$ cat config.mk
export PLATFORM = sky130hd
export DESIGN_NAME = pwm
export DESIGN_NICKNAME = d
export VERILOG_FILES = /design/src/rtl/pwm.sv
export SDC_FILE = /design/constraint.sdc
export NUM_CORES = 1
export LEC_CHECK = 0
export BUFFER_PORTS_ARGS = -buffer_cell sky130_fd_sc_hd__buf_2
export CAP_MARGIN = 20
export CORE_MARGIN = 2
export CORE_UTILIZATION = 57
export DETAILED_ROUTE_END_ITERATION = 8
export PLACE_DENSITY = 0.74
export SYNTH_ARGS = -nofsm -noshare
export SYNTH_HDL_FRONTEND = slang
export SYNTH_SLANG_ARGS = --single-unit
export TNS_END_PERCENT = 50
$ cat constraint.sdc
create_clock -name clk -period 2 [get_ports clk]
set_input_delay 0.4 -clock clk [delete_from_list [all_inputs] [get_ports clk]]
set_output_delay 0.4 -clock clk [all_outputs]
set_load 0.05 [all_outputs]
$ cat src/rtl/pwm.sv
// Button-adjustable PWM generator.
// Two push-buttons (left = dimmer, right = brighter) are synchronised,
// debounced and edge-detected. Each accepted press moves the duty by STEP.
// A free-running counter drives the output. The requested duty is copied
// into a shadow register only at the period start, so pulses never glitch.
module pwm #(
    parameter int PERIOD          = 16,
    parameter int STEP            = 2,
    parameter int DUTY_RESET      = 8,
    parameter int DEBOUNCE_CYCLES = 2
) (
    input  logic clk,
    input  logic rst,
    input  logic btn_left,
    input  logic btn_right,
    output logic pwm_out
);

    // duty spans 0..PERIOD inclusive. The counter shares that width so the
    // compare below needs no width adjustment.
    localparam int DW  = $clog2(PERIOD + 1);
    localparam int DBW = $clog2(DEBOUNCE_CYCLES + 1);

    localparam logic [DW-1:0]  LAST_CNT = DW'(PERIOD - 1);
    localparam logic [DW-1:0]  STEP_D   = DW'(STEP);
    localparam logic [DW-1:0]  PERIOD_D = DW'(PERIOD);
    localparam logic [DW:0]    PERIOD_W = (DW + 1)'(PERIOD);
    localparam logic [DW-1:0]  DUTY_D   = DW'(DUTY_RESET);
    localparam logic [DBW-1:0] DB_LAST  = DBW'(DEBOUNCE_CYCLES - 1);

    // Index 0 is the left button and index 1 is the right button.
    logic [1:0]     btn_raw;
    logic [1:0]     sync_a;
    logic [1:0]     sync_b;
    logic [1:0]     level;
    logic [1:0]     level_q;
    logic [1:0]     press;
    logic [DBW-1:0] db_cnt [2];

    logic [DW-1:0]  duty;
    logic [DW-1:0]  duty_next;
    logic [DW:0]    duty_sum;
    logic [DW-1:0]  duty_active;
    logic [DW-1:0]  cnt;

    assign btn_raw = {btn_right, btn_left};

    // Two-flop synchroniser for the asynchronous button pins.
    always_ff @(posedge clk) begin
        if (rst) begin
            sync_a <= '0;
            sync_b <= '0;
        end else begin
            sync_a <= btn_raw;
            sync_b <= sync_a;
        end
    end

    // Debounce: the debounced level follows the synchronised value only after
    // the two have disagreed for DEBOUNCE_CYCLES cycles in a row. Any
    // agreement restarts the count.
    always_ff @(posedge clk) begin
        if (rst) begin
            level     <= '0;
            level_q   <= '0;
            db_cnt[0] <= '0;
            db_cnt[1] <= '0;
        end else begin
            level_q <= level;
            for (int i = 0; i < 2; i++) begin
                if (sync_b[i] != level[i]) begin
                    if (db_cnt[i] == DB_LAST) begin
                        level[i]  <= sync_b[i];
                        db_cnt[i] <= '0;
                    end else begin
                        db_cnt[i] <= db_cnt[i] + DBW'(1);
                    end
                end else begin
                    db_cnt[i] <= '0;
                end
            end
        end
    end

    // A press is a one-cycle strobe on the rising edge of the debounced level.
    // A release produces no strobe.
    assign press = level & ~level_q;

    // Next duty: step down or up with saturation. Simultaneous presses cancel.
    always_comb begin
        duty_next = duty;
        duty_sum  = {1'b0, duty} + {1'b0, STEP_D};
        if (press[0] && !press[1]) begin
            duty_next = (duty >= STEP_D) ? (duty - STEP_D) : '0;
        end else if (press[1] && !press[0]) begin
            duty_next = (duty_sum <= PERIOD_W) ? duty_sum[DW-1:0] : PERIOD_D;
        end
    end

    // Requested duty register.
    always_ff @(posedge clk) begin
        if (rst) begin
            duty <= DUTY_D;
        end else begin
            duty <= duty_next;
        end
    end

    // Free-running period counter, shadow duty load at the wrap, and the
    // registered output. The output lags the counter by one cycle.
    always_ff @(posedge clk) begin
        if (rst) begin
            cnt         <= '0;
            duty_active <= DUTY_D;
            pwm_out     <= 1'b0;
        end else begin
            pwm_out <= (cnt < duty_active);
            if (cnt == LAST_CNT) begin
                cnt         <= '0;
                duty_active <= duty;
            end else begin
                cnt <= cnt + DW'(1);
            end
        end
    end

endmodule

* Word-level counts from Yosys, hierarchy flattened *
Memories as Yosys holds them, arrays and structs flattened.
Index checks and enable logic that the tools add are counted.

word-level totals
  flip-flop bits (word level) = 24
  bits in writable memories = 4
  input port bits = 4
  word-level logic and storage cells = 73
  memories kept = 1

memory list
  memory  depth  width  rd ports  clocked after memory_dff  wr ports  RTL line  source
  db_cnt  2      2      2         0                         2         38        logic [DBW-1:0] db_cnt [2];

operators by class
  $add $sub $neg = 5
  order comparisons = 3
  eq/ne operators = 5
  muxes and demuxes = 34
  bitwise logic cells = 8
  reductions and logical operators = 8

operators with widths
  cell                                                                                  count
  1-bit two-way mux                                                                     24
  5-bit two-way mux                                                                     4
  2-bit two-way mux                                                                     6
  5-bit by 2-bit adder with 6-bit output (second input constant)                        1
  6-bit by 5-bit less-or-equal comparator with 1-bit output (second input constant)     1
  1-bit bitwise OR                                                                      6
  5-bit by 1-bit adder with 5-bit output (second input constant)                        1
  5-bit by 4-bit == test with 1-bit output (second input constant)                      1
  5-bit by 2-bit greater-or-equal comparator with 1-bit output (second input constant)  1
  5-bit less-than comparator                                                            1
  5-bit by 2-bit subtractor with 5-bit output (second input constant)                   1
  2-bit by 1-bit adder with 2-bit output (second input constant)                        2
  2-bit by 1-bit == test with 1-bit output (second input constant)                      2
  2-bit AND reduction                                                                   2
  2-bit bitwise AND                                                                     1
  1-bit logical AND                                                                     2
  1-bit logical NOT                                                                     2
  1-bit != test                                                                         2
  2-bit inverter                                                                        1
  2-bit nonzero test                                                                    1
  2-bit OR reduction                                                                    1

* Longest topological paths before layout *
Gate-level depths: netlist of run 1.

  depth in word-level cells = 8
  mapped depth = 6
  mapped depth without buffers = 5

* Least setup slack after synthesis of run 1 *
No wires, ideal clock.

  path kind = reg-to-reg
  start = register level[0]
  end = register duty[4]
  setup time = 0.133 ns
  arrival = 1.412 ns
  required time = 1.867 ns
  path slack = 0.455 ns
  stages on the path, launching flop included = 7
  path through = dfxtp_1 > nor2b_1 > ha_1 > clkbuf_1 > nor4_1 > or2_1 > a31oi_1

on the way
  cells in the longest elaborated chain, start to end = 4
  elaborated cells between the ends (all ways) = 6
  classes of those cells = 1 x mux; 1 x bitwise; 4 x reduce/logical

ends and longest elaborated chain
  element                              RTL line  source
  start, declared                      35        logic [1:0] level;
  start signal, assigned by index      73        level[i] <= sync_b[i];
  2-bit bitwise AND *                  87        assign press = level & ~level_q;
  1-bit logical NOT                    95        end else if (press[1] && !press[0]) begin
  1-bit logical AND                    95
  2-bit nonzero test (no source line)  n/a
  end signal, assigned                 105       duty <= duty_next;
  end, declared                        40        logic [DW-1:0] duty;

Mark *: on every way between the ends. The rest lies on a longest branch, timed or not.
A chain may end at the register's enable or synchronous reset.

* Worst setup path after layout of run 1 *
  start = register level[0]
  end = register duty[3]

The elaborated chain is that of the path after synthesis.

==> results of run 1 <==
==> per-layer routing <==
metal	GRT usage, %	vias to the layer above
li1	-	457
met1	22.6	415
met2	28.8	10
met3	2.59	2
met4	6.58	0
met5	0	-
==> power by group through the flow <==
stage / registers (mW) / clock network [mW] / logic (mW)
2_1_floorplan: 0.572 / 0 / 0.0571
3_5_place_dp: 0.575 / 0 / 0.0701
3_3_place_gp: 0.574 / 0 / 0.0681
4_1_cts: 0.563 / 0.369 / 0.0705
6_report: 0.563 / 0.354 / 0.0697
5_1_grt: 0.566 / 0.384 / 0.0798
==> worst register-to-register path, delay by kind of cell, from the launching register on <==
kind | cells | cell delay (ns)
and+or+nand+nor | 2 | 0.72
adders and majority gates | 1 | 0.42
AOI/OAI and AO/OA | 1 | 0.14
DFF | 1 | 0.36
==> registers in the layout, indices dropped and copies added, names as in the netlist <==
signal,count
db_cnt,4
sync_b,2
duty,4
sync_a,2
duty_active,4
level,2
cnt,5
level_q,2
pwm_out,1
==> how the worst max path moves through the flow <==
stage | end | slack [ns] | cells past startpoint | from
final | duty[3] | 0.31 | 4 | level[0]
after detailed placement | duty[3] | 0.34 | 4 | level[0]
after global placement | duty[3] | 0.37 | 4 | level[0]
after floorplan | duty[4] | 0.45 | 6 | level[0]
after global routing | duty[2] | 0.15 | 4 | duty[1]
after CTS | duty[3] | 0.31 | 4 | level[0]
==> cells in the final DEF (no fill, tap or decap), types with 2 or more instances in the layout <==
master,Yosys,layout
and3_1,2,2
buf_2,1,4
clkbuf_4,0,3
conb_1,1,4
dfxtp_1,22,22
edfxtp_1,4,4
ha_1,12,12
inv_1,11,11
mux2i_1,6,6
nand2_1,2,2
nand2b_1,2,2
nand4b_1,2,2
nor2_1,10,10
nor2b_1,9,9
nor3_1,7,7
nor3b_1,4,4
nor4_1,2,2
o21ai_0,3,3
or3_1,2,2
xnor2_1,4,4
==> area by class of cell <==
type                            count  area (sq um)
Fill cell                         175           811
Multi-Input combinational cell     89           671
Sequential cell                    26           561
Inverter                           11          41.3
Tap cell                           28          35.0
Clock inverter                      1          30.0
Clock buffer                        3          22.5
Timing Repair Buffer                4          20.0
==> cell families after synthesis <==
family	synth area share, %
other cells	0.288
flops	43.1
mux	4.62
compound gates	8.28
xor+xnor	3.37
fa+ha+maj	11.5
buf+inv	6.16
simple gates	22.6
==> stage by stage <==
stage / power (mW) / instances
after floorplan: 0.629 / 134
after global placement: 0.642 / 158
after detailed placement: 0.645 / 158
after CTS: 1.00 / 162
after global routing: 1.03 / 162
final: 0.986 / 162
==> flow_metrics.tcl, run 1 <==
set metrics [dict create \
    antenna_found_initial 0 \
    cp_max_fo 11 \
    cts_buffers 3 \
    power.switching_mw 0.203 \
    synthTopCellsByArea "dfxtp_1, ha_1, edfxtp_1" \
    ant_nets 0 \
    yosysMostFrequentCell "dfxtp_1" \
    synth_top_area_share_pct 33.9 \
    maxCapViolations 0 \
    synth_warnings 0 \
    avgSynthCellArea_sq_um 9.92 \
    period_share_pct 84.7 \
    drt_iter0_drc 17 \
    die_h_um 51.8 \
    grt_pass1_wl_um 3480 \
    seq_power_share_pct 57.1 \
    synth-main-ff-cell "dfxtp_1" \
    start_kind "flip-flop" \
    grt_pass1_vias 818 \
    clkPwrFrac_pct 35.9 \
    io_pins 5 \
    wl_met2_um 914 \
    leakagePower_nw 0.531 \
    totalWireLength_um 1900 \
    slowest_delay_ns 0.58 \
    slew_violations 0 \
    dpl.hpwl_um 1370 \
    synth-edff-count 4 \
    synth_cell_types 39 \
    cts_resized 0 \
    crit_family "simple AND/OR/NAND/NOR gates" \
    dpl_worst_slack_ns 0.339 \
    drc_errors 0 \
    antenna_cells 0 \
    port_buffers 4 \
    cp_slowest_cell "or4_4" \
    powerDensity_nw_per_um2 715 \
    cts_tree "yes" \
    dr_total_vias 884 \
    final-hold-violation-count 0 \
    utilization_pct 63.0 \
    rsz0062_at_grt "false" \
    ff2ff_path_depth 4 \
    overflow 0 \
    netSwitchingFraction_pct 20.6 \
    cp-end-kind "flip-flop" \
    post_dp_cell_area_sq_um 1330 \
    timing.rr.end "duty[3]" \
    vias_per_cell 5.46 \
    final_area_sq_um 1380 \
    wl_met3_um 43 \
    outcome "complete, no violations" \
    intPower_mw 0.783 \
    reg2reg_slack_ns 0.31 \
    clock-sinks 26 \
    cts_hold_buf 0 \
    netlist_top_cells_count "dfxtp_1, ha_1, inv_1, nor2_1, nor2b_1" \
    path_cells "nor2b_1 > ha_1 > or4_4 > o211ai_2" \
    worst_slack_ns 0.307 \
    start_util_pct 59.3 \
    met1_length_um 932 \
    setup_violations 0 \
    critPathArrivalTime_ns 1.95 \
    clk_root_buffer_cell "clkbuf_4" \
    timing.fmax_mhz 591 \
    path_class "reg2reg" \
    cts_setup_buffers 0 \
    clock_tree.buffer_depth 2 \
    whs_path_depth 2 \
    area_growth_pct 6.16 \
    yosys.area.top_type "dfxtp_1" \
    nets 151 \
    clkSlewWorstSetupHoldPaths_ns 0.14 \
    whs_ns 0.285 \
    crit_required_ns 2.26 \
    die_w_um 51.8 \
    dieArea_sq_um 2680 \
    coreArea_sq_um 2190 \
    p_comb_share_pct 7.1 \
    clock_skew_ns 0.000811 \
    synth_cells 131 \
    peakVddDrop_mv 0.504 \
    ys_ff_latch 26 \
    synth.cell_area_sq_um 1300 \
    rows 17 \
    async_flop_share_pct 0 \
    totalNegativeSetupSlack_ns 0 \
    worstHoldStart "btn_right" \
    cp.buffers_inverters 0 \
    wire_per_inst_um 11.7 \
    hold_class "in2reg" \
    hold_path_end "sync_a[1]" \
    firstDrtPassIters 4 \
    clk_latency_ns 0.31 \
    grtUsageTotal_pct 17.3 \
    reg2reg_from "level[0]" \
    grt_max_degree 25 \
    period_minus_slack_ns 1.69 \
    gp_congestion 0.805 \
    synth_seq_area_share_pct 43.1 \
    final_layout_size_suffix_gt1_share_pct 8.96 \
    htreeDepth 1 \
    highest_layer "met4" \
]
Power figures use the tool's default switching activity.
==> inputs of run 2 (changes only) <==
- clock period: 2 -> 1.6 ns (I/O delays scaled with it)
==> flow_metrics.tcl, run 2 (same netlist as run 1, synthesis figures left out) <==
set metrics [dict create \
    post_dp_cell_area_sq_um 1380 \
    vias_per_cell 5.44 \
    clkSlewWorstSetupHoldPaths_ns 0.14 \
    power.switching_mw 0.262 \
    io_pins 5 \
    dr_total_vias 920 \
    maxCapViolations 0 \
    setup_violations 0 \
    largest_reg_flops 5 \
    final_common_cell "dfxtp_1" \
    powerDensity_nw_per_um2 863 \
    antenna_found_initial 0 \
    start_kind "flip-flop" \
    start_util_pct 59.3 \
    critPathArrivalTime_ns 1.81 \
    clock-sinks 26 \
    rsz0062_at_grt "true" \
    rows 17 \
    dpl.hpwl_um 1580 \
    period_minus_slack_ns 1.54 \
    leakagePower_nw 0.570 \
    grt_pass1_wl_um 3800 \
    grt_pass1_vias 875 \
    final_layout_size_suffix_gt1_share_pct 15.6 \
    slew_violations 0 \
    antenna_cells 0 \
    utilization_pct 66.0 \
    clock_skew_ns 0.00841 \
    path_class "reg2reg" \
    ant_nets 0 \
    cts_buffers 3 \
    nets 158 \
    wire_per_inst_um 13.2 \
    firstDrtPassIters 4 \
    cp_max_fo 9 \
    final-hold-violation-count 0 \
    dieArea_sq_um 2680 \
    grt_max_degree 19 \
    clkPwrFrac_pct 35.6 \
    totalNegativeSetupSlack_ns 0 \
    peakVddDrop_mv 0.658 \
    worst_slack_ns 0.0565 \
    coreArea_sq_um 2190 \
    cts_hold_buf 0 \
    top_register "cnt" \
    cts_tree "yes" \
    overflow 0 \
    die_w_um 51.8 \
    clk_latency_ns 0.32 \
    period_share_pct 96.5 \
    timing.fmax_mhz 648 \
    cp-end-kind "flip-flop" \
    crit_required_ns 1.86 \
    final_cell_mix "dfxtp_1, ha_1, inv_1" \
    totalWireLength_um 2230 \
    die_h_um 51.8 \
    grtUsageTotal_pct 19.0 \
    port_buffers 4 \
    hold_class "in2reg" \
    drc_errors 0 \
    seq_power_share_pct 56.4 \
    dpl_worst_slack_ns 0.0700 \
    clk_root_buffer_cell "clkbuf_4" \
    htreeDepth 1 \
    gp_congestion 0.830 \
    p_comb_share_pct 8.0 \
    drt_iter0_drc 16 \
    area_growth_pct 11.3 \
    final_area_sq_um 1450 \
    cts_setup_buffers 0 \
    outcome "complete, no violations" \
    clock_tree.buffer_depth 2 \
    netSwitchingFraction_pct 21.0 \
    intPower_mw 0.986 \
]
[run 2: final timing paths]
kind / start / end / slack [ns] / depth (start not counted)
worst min register to register: sync_a[1] / sync_b[1] / 0.46 / 1
worst max-delay path: level[0] / duty[3] / 0.06 / 5
worst max register to register: level[0] / duty[3] / 0.06 / 5
worst min-delay path: btn_left / sync_a[0] / 0.20 / 2
[run 2: power by group through the flow]
stage / Clock, mW / Sequential, mW / Combinational [mW]
floorplan: 0 / 0.715 / 0.0713
global placement: 0 / 0.715 / 0.0929
detailed placement: 0 / 0.718 / 0.0977
CTS: 0.454 / 0.704 / 0.0990
global route: 0.474 / 0.706 / 0.113
finish: 0.444 / 0.704 / 0.100
[run 2: critical path, stage by stage (launching register included)]
cell and delay (ns):
dfxtp_2 0.36, nor2b_1 0.13, ha_1 0.34, buf_6 0.16, o41a_1 0.43, o211ai_2 0.06
[run 2: routing by layer]
metal | track usage [%] | routed length (um) | up-vias
met2 | 33.8 | 1150 | 14
met4 | 7.89 | 30 | 0
met1 | 23.6 | 993 | 430
met5 | 0 | 0 | -
li1 | - | - | 472
met3 | 1.72 | 60 | 4
[run 2: cell type report]
class / instances / area [sq um]
Tap cell: 28 / 35.0
Inverter: 11 / 41.3
Multi-Input combinational cell: 89 / 678
Clock inverter: 1 / 30.0
Sequential cell: 26 / 563
Clock buffer: 3 / 22.5
Fill cell: 176 / 744
Timing Repair Buffer: 11 / 76.3
[run 2: stage by stage]
step                      instances  hold WS [ns]  power, mW
after global placement          165         0.421      0.808
after CTS                       169         0.192       1.26
after global routing            169         0.193       1.29
after floorplan                 134         0.414      0.787
final                           169         0.196       1.25
after detailed placement        165         0.430      0.816
[run 2: timing repair]
item                       4_1_cts  5_1_grt
pin swaps                        0        1
gates resized for setup          1        4
setup endpoints to repair        1        3
